--- src/rtl/alu_multiciclo.sv ---
// alu_multiciclo: multi-cycle ALU with a valid/ready handshake on both sides.
//
// Logic and shift operations finish in a single cycle. MUL (unsigned shift-add)
// and DIVU (unsigned restoring) each run one iteration per cycle for WIDTH
// cycles. The result is held in DONE until the consumer accepts it.
//
// Ports
//   clk        : clock; all state is updated on the rising edge
//   rst_n      : asynchronous reset, active low
//   in_valid   : an operation request is present on X, Y, S
//   in_ready   : high in IDLE; the block can accept an operation
//   X, Y       : operands (WIDTH bits)
//   S          : operation select (4 bits)
//   out_valid  : high in DONE; r, r_hi and the flags hold a result
//   out_ready  : the consumer accepts the result
//   r          : primary result
//   r_hi       : MUL high half or DIVU remainder, 0 for every other operation
//   Zflag      : r == 0
//   Vflag      : signed overflow on ADD or SUB
//   Eflag      : divide by zero or unknown S code
//
// state | meaning
// IDLE  | waiting for in_valid; in_ready = 1
// BUSY  | MUL/DIVU iteration, one per cycle while cnt_q counts down to 0
// DONE  | result held on the outputs until out_ready

module alu_multiciclo #(
    parameter int WIDTH = 32
) (
    input  logic             clk,
    input  logic             rst_n,
    input  logic             in_valid,
    output logic             in_ready,
    input  logic [WIDTH-1:0] X,
    input  logic [WIDTH-1:0] Y,
    input  logic [3:0]       S,
    output logic             out_valid,
    input  logic             out_ready,
    output logic [WIDTH-1:0] r,
    output logic [WIDTH-1:0] r_hi,
    output logic             Zflag,
    output logic             Vflag,
    output logic             Eflag
);

    localparam int CW = $clog2(WIDTH);

    typedef enum logic [1:0] {IDLE, BUSY, DONE} state_t;

    state_t           state_q, state_d;
    logic [CW-1:0]    cnt_q, cnt_d;
    logic             div_q, div_d;
    logic [WIDTH-1:0] y_q, y_d;
    logic [WIDTH-1:0] hi_q, hi_d;
    logic [WIDTH-1:0] lo_q, lo_d;
    logic             z_q, z_d;
    logic             v_q, v_d;
    logic             e_q, e_d;

    // Single-cycle operation results, taken straight from the inputs at accept.
    logic [WIDTH-1:0] add_res, sub_res, op_res;
    logic             op_v, op_e, op_multi, slt;

    always_comb begin
        add_res  = X + Y;
        sub_res  = X - Y;
        slt      = $signed(X) < $signed(Y);
        op_res   = '0;
        op_v     = 1'b0;
        op_e     = 1'b0;
        op_multi = 1'b0;
        case (S)
            4'd0:  op_res = X & Y;
            4'd1:  op_res = X | Y;
            4'd2: begin
                op_res = add_res;
                op_v   = (X[WIDTH-1] == Y[WIDTH-1]) && (add_res[WIDTH-1] != X[WIDTH-1]);
            end
            4'd6: begin
                op_res = sub_res;
                op_v   = (X[WIDTH-1] != Y[WIDTH-1]) && (sub_res[WIDTH-1] != X[WIDTH-1]);
            end
            4'd7:  op_res = {{(WIDTH-1){1'b0}}, slt};
            4'd8:  op_res = X << Y[CW-1:0];
            4'd9:  op_res = X >> Y[CW-1:0];
            4'd12: op_res = ~(X | Y);
            4'd3, 4'd4: op_multi = 1'b1;
            default: op_e = 1'b1;
        endcase
    end

    // One MUL or DIVU iteration on the {hi_q, lo_q} working pair.
    // MUL: lo_q holds the multiplier, shifted out LSB first while partial sums
    //      of y_q accumulate into hi_q.
    // DIVU: lo_q holds the dividend, shifted into the remainder in hi_q while
    //      quotient bits enter lo_q from the right. With y_q == 0 every trial
    //      subtract succeeds, which naturally yields all-ones and r_hi = X.
    logic [WIDTH:0]   mul_sum, rem_sh, rem_sub;
    logic             rem_ge;
    logic [WIDTH-1:0] it_hi, it_lo;

    always_comb begin
        mul_sum = {1'b0, hi_q} + (lo_q[0] ? {1'b0, y_q} : '0);
        rem_sh  = {hi_q, lo_q[WIDTH-1]};
        rem_ge  = rem_sh >= {1'b0, y_q};
        rem_sub = rem_sh - {1'b0, y_q};
        if (div_q) begin
            it_hi = rem_ge ? rem_sub[WIDTH-1:0] : rem_sh[WIDTH-1:0];
            it_lo = {lo_q[WIDTH-2:0], rem_ge};
        end else begin
            it_hi = mul_sum[WIDTH:1];
            it_lo = {mul_sum[0], lo_q[WIDTH-1:1]};
        end
    end

    always_comb begin
        state_d = state_q;
        cnt_d   = cnt_q;
        div_d   = div_q;
        y_d     = y_q;
        hi_d    = hi_q;
        lo_d    = lo_q;
        z_d     = z_q;
        v_d     = v_q;
        e_d     = e_q;
        case (state_q)
            IDLE: begin
                if (in_valid) begin
                    if (op_multi) begin
                        state_d = BUSY;
                        cnt_d   = CW'(WIDTH - 1);
                        div_d   = (S == 4'd4);
                        y_d     = Y;
                        hi_d    = '0;
                        lo_d    = X;
                    end else begin
                        state_d = DONE;
                        hi_d    = '0;
                        lo_d    = op_res;
                        z_d     = (op_res == '0);
                        v_d     = op_v;
                        e_d     = op_e;
                    end
                end
            end
            BUSY: begin
                hi_d  = it_hi;
                lo_d  = it_lo;
                cnt_d = cnt_q - CW'(1);
                if (cnt_q == '0) begin
                    state_d = DONE;
                    cnt_d   = '0;
                    z_d     = (it_lo == '0);
                    v_d     = 1'b0;
                    e_d     = div_q && (y_q == '0);
                end
            end
            DONE: begin
                if (out_ready) begin
                    state_d = IDLE;
                end
            end
            default: state_d = IDLE;
        endcase
    end

    always_ff @(posedge clk or negedge rst_n) begin
        if (!rst_n) begin
            state_q <= IDLE;
            cnt_q   <= '0;
            div_q   <= 1'b0;
            y_q     <= '0;
            hi_q    <= '0;
            lo_q    <= '0;
            z_q     <= 1'b0;
            v_q     <= 1'b0;
            e_q     <= 1'b0;
        end else begin
            state_q <= state_d;
            cnt_q   <= cnt_d;
            div_q   <= div_d;
            y_q     <= y_d;
            hi_q    <= hi_d;
            lo_q    <= lo_d;
            z_q     <= z_d;
            v_q     <= v_d;
            e_q     <= e_d;
        end
    end

    assign in_ready  = (state_q == IDLE);
    assign out_valid = (state_q == DONE);
    assign r         = lo_q;
    assign r_hi      = hi_q;
    assign Zflag     = z_q;
    assign Vflag     = v_q;
    assign Eflag     = e_q;

endmodule

--- config.mk ---
export PLATFORM = sky130hd
export DESIGN_NAME = alu_multiciclo
export DESIGN_NICKNAME = d
export VERILOG_FILES = /design/src/rtl/alu_multiciclo.sv
export SDC_FILE = /design/constraint.sdc
export NUM_CORES = 1
export LEC_CHECK = 0
export ABC_AREA = 1
export BUFFER_PORTS_ARGS = -buffer_cell sky130_fd_sc_hd__buf_2
export CELL_PAD_IN_SITES_DETAIL_PLACEMENT = 1
export CELL_PAD_IN_SITES_GLOBAL_PLACEMENT = 1
export CORE_MARGIN = 10
export CORE_UTILIZATION = 47
export DETAILED_ROUTE_END_ITERATION = 8
export PLACE_DENSITY_LB_ADDON = 0.1
export SLEW_MARGIN = 20
export SYNTH_ARGS = -nofsm -noshare
export SYNTH_HDL_FRONTEND = slang
export SYNTH_SLANG_ARGS = --single-unit
export TNS_END_PERCENT = 20
--- constraint.sdc ---
create_clock -name clk -period 5.04 [get_ports clk]
set_input_delay 0.756 -clock clk [delete_from_list [all_inputs] [get_ports clk]]
set_output_delay 0.756 -clock clk [all_outputs]
set_load 0.05 [all_outputs]
# Word level (Yosys, flattened, before mapping)
# Cells that the tools add are included.
[totals]
reg_bits = 107
out_inout_bits = 69
word_cells = 92
[op_classes]
addsub = 5
n_lt_le_gt_ge = 2
eq_ne = 20
n_shift = 2
n_mux = 34
bitwise = 3
reduce_logical = 17
[ops]
columns = ["cell", "count"]
rows = [
  ["one-hot mux 32 bit (8 select lines)", 1],
  ["2-to-1 mux 32 bit", 7],
  ["one-hot mux 32 bit (2 select lines)", 2],
  ["zero test 32 bit", 3],
  ["subtractor 32 bit", 2],
  ["adder 32 x 32 -> 33 bit", 1],
  ["greater-or-equal comparator 33 x 32 -> 1 bit", 1],
  ["adder 32 bit", 1],
  ["bitwise AND 32 bit", 1],
  ["less-than comparator 32 bit", 1],
  ["NOT 32 bit", 1],
  ["OR 32 bit", 1],
  ["left shift 32 x 5 -> 32 bit", 1],
  [">> shifter 32 x 5 -> 32 bit", 1],
  ["2-to-1 mux 5 bit", 3],
  ["== test 4 x 3 -> 1 bit, second input constant", 3],
  ["== test 4 bit, second input constant", 3],
  ["2-to-1 mux 1 bit", 11],
  ["one-hot mux 5 bit (2 select lines)", 1],
  ["OR reduction 10 bit", 1],
  ["AND reduction 3 bit", 3],
  ["== test 4 x 2 -> 1 bit, second input constant", 2],
  ["2-to-1 mux 2 bit", 4],
  ["one-hot mux 1 bit (2 select lines)", 4],
  ["17 further kinds", 24],
]

# Logic depth before layout (Yosys ltp)
[logic_depth]
word_depth = 7
ltp_mapped = 25
depth_no_buf = 22

# Least setup slack after synthesis
# No wires, ideal clock.
[synth_timing]
path_kind = "reg2reg"
from = "reg lo_q[0] (netlist: r[0])"
to = "reg hi_q[17] (netlist: r_hi[17])"
arrival_ps = 3045
t_required_ps = 4917
path_slack_ps = 1871
path_stages_with_launch = 19
synth_period_minus_slack_ps = 3169
path_cell_list = "dfrtp_1 clkbuf_1 clkbuf_1 nand2_1 inv_1 ha_1 fa_1 nand3_1 nand3_1 a21boi_1 o21ai_0 a21oi_1 o21ai_1 nand2_1 nand2_1 nand2_1 nand2_1 o21ai_0 o21ai_1"
[synth_via]
elab_chain_cells = 4
[synth_lines]
columns = ["element", "line", "text"]
rows = [
  ["start: declaration", "55", "logic [WIDTH-1:0] lo_q, lo_d;"],
  ["start signal: assignment", "184", "lo_q <= lo_d;"],
  ["2-to-1 mux 32 bit", "103", "mul_sum = {1'b0, hi_q} + (lo_q[0] ? {1'b0, y_q} : '0);"],
  ["adder 32 x 32 -> 33 bit", "103", ""],
  ["2-to-1 mux 32 bit", "107", "if (div_q) begin"],
  ["one-hot mux 32 bit (2 select lines)", "126", "case (state_q)"],
  ["end signal: assignment", "183", "hi_q <= hi_d;"],
  ["end: declaration", "54", "logic [WIDTH-1:0] hi_q, hi_d;"],
]
# No other way between the ends.
# A chain may end at the register's enable or synchronous reset.

# Final worst setup path
[layout_timing]
from = "in Y[3]"
to = "reg z_q (netlist: Zflag)"
[layout_via]
elab_chain_cells = 7
[layout_lines]
columns = ["element", "line", "text"]
rows = [
  ["start: declaration", "35", "input logic [WIDTH-1:0] Y,"],
  ["parallel branches: the longest is 2 deep, another holds subtractor 32 bit", "n/a", ""],
  ["one-hot mux 32 bit (8 select lines) (*)", "72", "case (S)"],
  ["zero test 32 bit (*)", "140", "z_d = (op_res == '0);"],
  ["2-to-1 mux 1 bit (*)", "129", "if (op_multi) begin"],
  ["2-to-1 mux 1 bit (*)", "128", "if (in_valid) begin"],
  ["one-hot mux 1 bit (2 select lines) (*)", "126", ""],
  ["end signal: assignment", "185", "z_q <= z_d;"],
  ["end: declaration", "56", "logic z_q, z_d;"],
]
# Mark *: on every way between the ends. The select of a mux whose other input is x is not followed.

==> metrics.txt <==
Yosys cell types 58; YS warnings 0; Worst-Skew Late Latency 0.39 ns; Leak 11.69 nW; f_max 250.6 MHz; Initial Util 47.26%; top cells by area, synth nand2_1, dfrtp_1, nand3_1; dpl cell area 20,570 um2; nets@finish 3,831; DRC errors left 0; DR iter-0 viols 3,442; H-tree depth 3; num ports 141; cell area after layout 20,930 um2; largest area contributor in the netlist nand2_1; Worst slew margin 27.87%; syn nets 3,794; period utilisation layout 79.18%; Final HPWL DP 89,500 um; Clock Tree Buf Depth 2; most frequent cell after synthesis nand2_1; PD cells 458.8 nW/um2; CP startpoint kind primary input; HP Class in2reg; RSZ-0062 raised after global routing no; # setup viols final 0; area of the core 41,760 um2; EDFF count, synth 0; Reg clk slew, reported paths 0.08 ns; TritonCTS clock tree yes; largest net degree at the start of global routing 76; min Tclk post-route 3.991 ns; CP arrival 4.31 ns; Main synth FF type dfrtp_1; CTS resizes 0; vias in the first global route 26,270; FFs w/ async S/R, synth 100.0%; Clock Skew 0.01488 ns; Worst R2R Start y_q[14]; Clock Sinks 107; CTS root buffer clkbuf_16; Critical Path Source Y[3]; row cnt 75; Via Count 26,270; post-synthesis register bit count 107; worst slew pin tran 1.082 ns; Synth top cells by count nand2_1, nand3_1, inv_1; routed vias/inst 6.359; first-pass GRT wire length 163,300 um; Worst Setup End Kind flip-flop; PortBufs 140; sequential fraction of the synthesis area 13.57%; per-cell routed wire length 26.98 um; top cell type's share of synthesized area 20.11%; cts hold-fix bufs 0; Place WS 0.8483 ns; Post-DRT Antenna Nets 0; GR Util All Layers 42.78%; Critical Path RT 5.36 ns; initial antenna violation count 10; peak supply drop 246.1 uV; area delta synth->final 6.062%; Placer Congestion 1.143; status complete, no violations; TNS Setup 0 ns; critical path peak fanout 49; Die H 224.9 um; die area 50,580 um2; Final Max Slew Viols 0; beginning of the worst hold path out_ready; DRT Pass-1 Iters 8; max-cap violations 0; synthesized area 19,730 um2; WS Path Type in2reg; Setup Buffers After CTS 0; Routed WL 111,500 um; GRT overflow 0; Synth Area per Inst 5.568 um2; Final WS setup 1.049 ns; die width 224.9 um; final-report hold violation count 0; share of cells above drive strength 1 6.916%; synthesized instance count 3,544; TritonCTS Buffers 9
==> through the flow <==
step	util [%]	hold slack (ns)	total power (W)	std cells
floorplan	-	0.4604	0.006145	3544
global placement	49.26	0.4901	0.008045	4109
detailed placement	49.26	0.5242	0.008331	4109
CTS	50.07	0.5261	0.009290	4125
global route	50.09	0.5312	0.01010	4125
finish	50.12	0.5324	0.009603	4131
==> layout make-up <==
| class | instances | area, um2 |
|---|---|---|
| clock inverters | 7 | 113.9 |
| flip-flops and latches | 107 | 2679 |
| inverters | 511 | 1923 |
| diodes | 6 | 15.01 |
| well taps | 539 | 674.4 |
| clock buffers | 9 | 225.2 |
| fillers | 6156 | 20830 |
| repair buffers | 163 | 875.8 |
| multi-input cells | 2789 | 14420 |
==> layer usage <==
| metal | share of wire [%] | global-route usage [%] | vias up | wire length [um] |
|---|---|---|---|---|
| li1 | - | - | 11630 | - |
| met1 | 36 | 49.24 | 12460 | 40570 |
| met2 | 44 | 68.64 | 1695 | 49470 |
| met3 | 10 | 9.096 | 485 | 11340 |
| met4 | 9.0 | 32.66 | 4 | 10050 |
| met5 | 0.021 | 0.3018 | - | 23 |
==> cells in the final DEF (no fill, tap or decap), drive strengths merged, types with 2 or more instances in the layout <==
| master | Yosys | routed |
|---|---|---|
| inv | 508 | 511 |
| bufinv | 0 | 2 |
| a21boi | 8 | 8 |
| nand3b | 9 | 9 |
| o21bai | 17 | 17 |
| and2 | 9 | 9 |
| o21ai | 198 | 198 |
| nand3 | 537 | 537 |
| nand2 | 1083 | 1083 |
| o211ai | 27 | 27 |
| o21a | 4 | 4 |
| nor4 | 17 | 17 |
| a211oi | 4 | 4 |
| nor3 | 35 | 35 |
| clkinv | 3 | 5 |
| nor2 | 337 | 337 |
| diode | 0 | 6 |
| xor2 | 24 | 24 |
| xnor2 | 14 | 14 |
| fa | 4 | 4 |
| o22ai | 21 | 21 |
| and3 | 3 | 3 |
| a21oi | 136 | 136 |
| o221ai | 8 | 8 |
| buf | 92 | 163 |
| or2 | 7 | 7 |
| a21o | 12 | 12 |
| clkbuf | 45 | 9 |
| o2111ai | 24 | 24 |
| ha | 174 | 174 |
| dfrtp | 107 | 107 |
| a31oi | 9 | 9 |
| o211a | 3 | 3 |
| nand4 | 53 | 53 |
| a221oi | 4 | 4 |
| a22oi | 3 | 3 |
==> state kept, by name (all words and copies together), names as in the netlist, 2 cells and up <==
name and flops:
cnt_q 5, r 32, r_hi 32, state_q 2, y_q 32
==> kinds of logic after synthesis <==
| logic type | Yosys count | share of synthesized area [%] |
|---|---|---|
| buf+inv | 648 | 13.49 |
| simple gates | 2090 | 45.54 |
| mux | 1 | 0.05072 |
| fa+ha+maj | 178 | 11.44 |
| compound gates | 482 | 14.23 |
| flops | 107 | 13.57 |
| xor+xnor | 38 | 1.687 |
==> final timing paths <==
kind                              end  slack (ns)  cells after the start
setup / recovery                Zflag        1.05                     18
hold / removal             state_q[1]        0.53                      2
setup reg to reg             r_hi[20]        1.06                     14
hold reg to reg            state_q[1]        0.55                      1
max in group asynchronous       r[20]        3.28                      2
min in group asynchronous    r_hi[26]        0.54                      1
==> worst max-delay path: stages <==
cell and delay (ns):
buf_2 0.71, inv_2 0.11, ha_1 0.44, nor2_1 0.33, nand2_1 0.12, nor2_1 0.10
nand2_1 0.08, nand3_1 0.18, nand2_1 0.07, nand3_1 0.12, nand3b_1 0.12, nor2_1 0.41
nand3_1 0.24, nor2_1 0.14, nand2_1 0.06, nor2_1 0.11, nand2_1 0.08, a21oi_2 0.11
==> where the power goes <==
group | switching [W] | leakage [nW] | total [W] | internal (W)
registers | 0.000678 | 1.38 | 0.00188 | 0.00120
clock network | 0.000397 | 0.165 | 0.000847 | 0.000449
logic | 0.00506 | 10.1 | 0.00688 | 0.00182
Note: power is estimated with default switching activity, not from simulation.
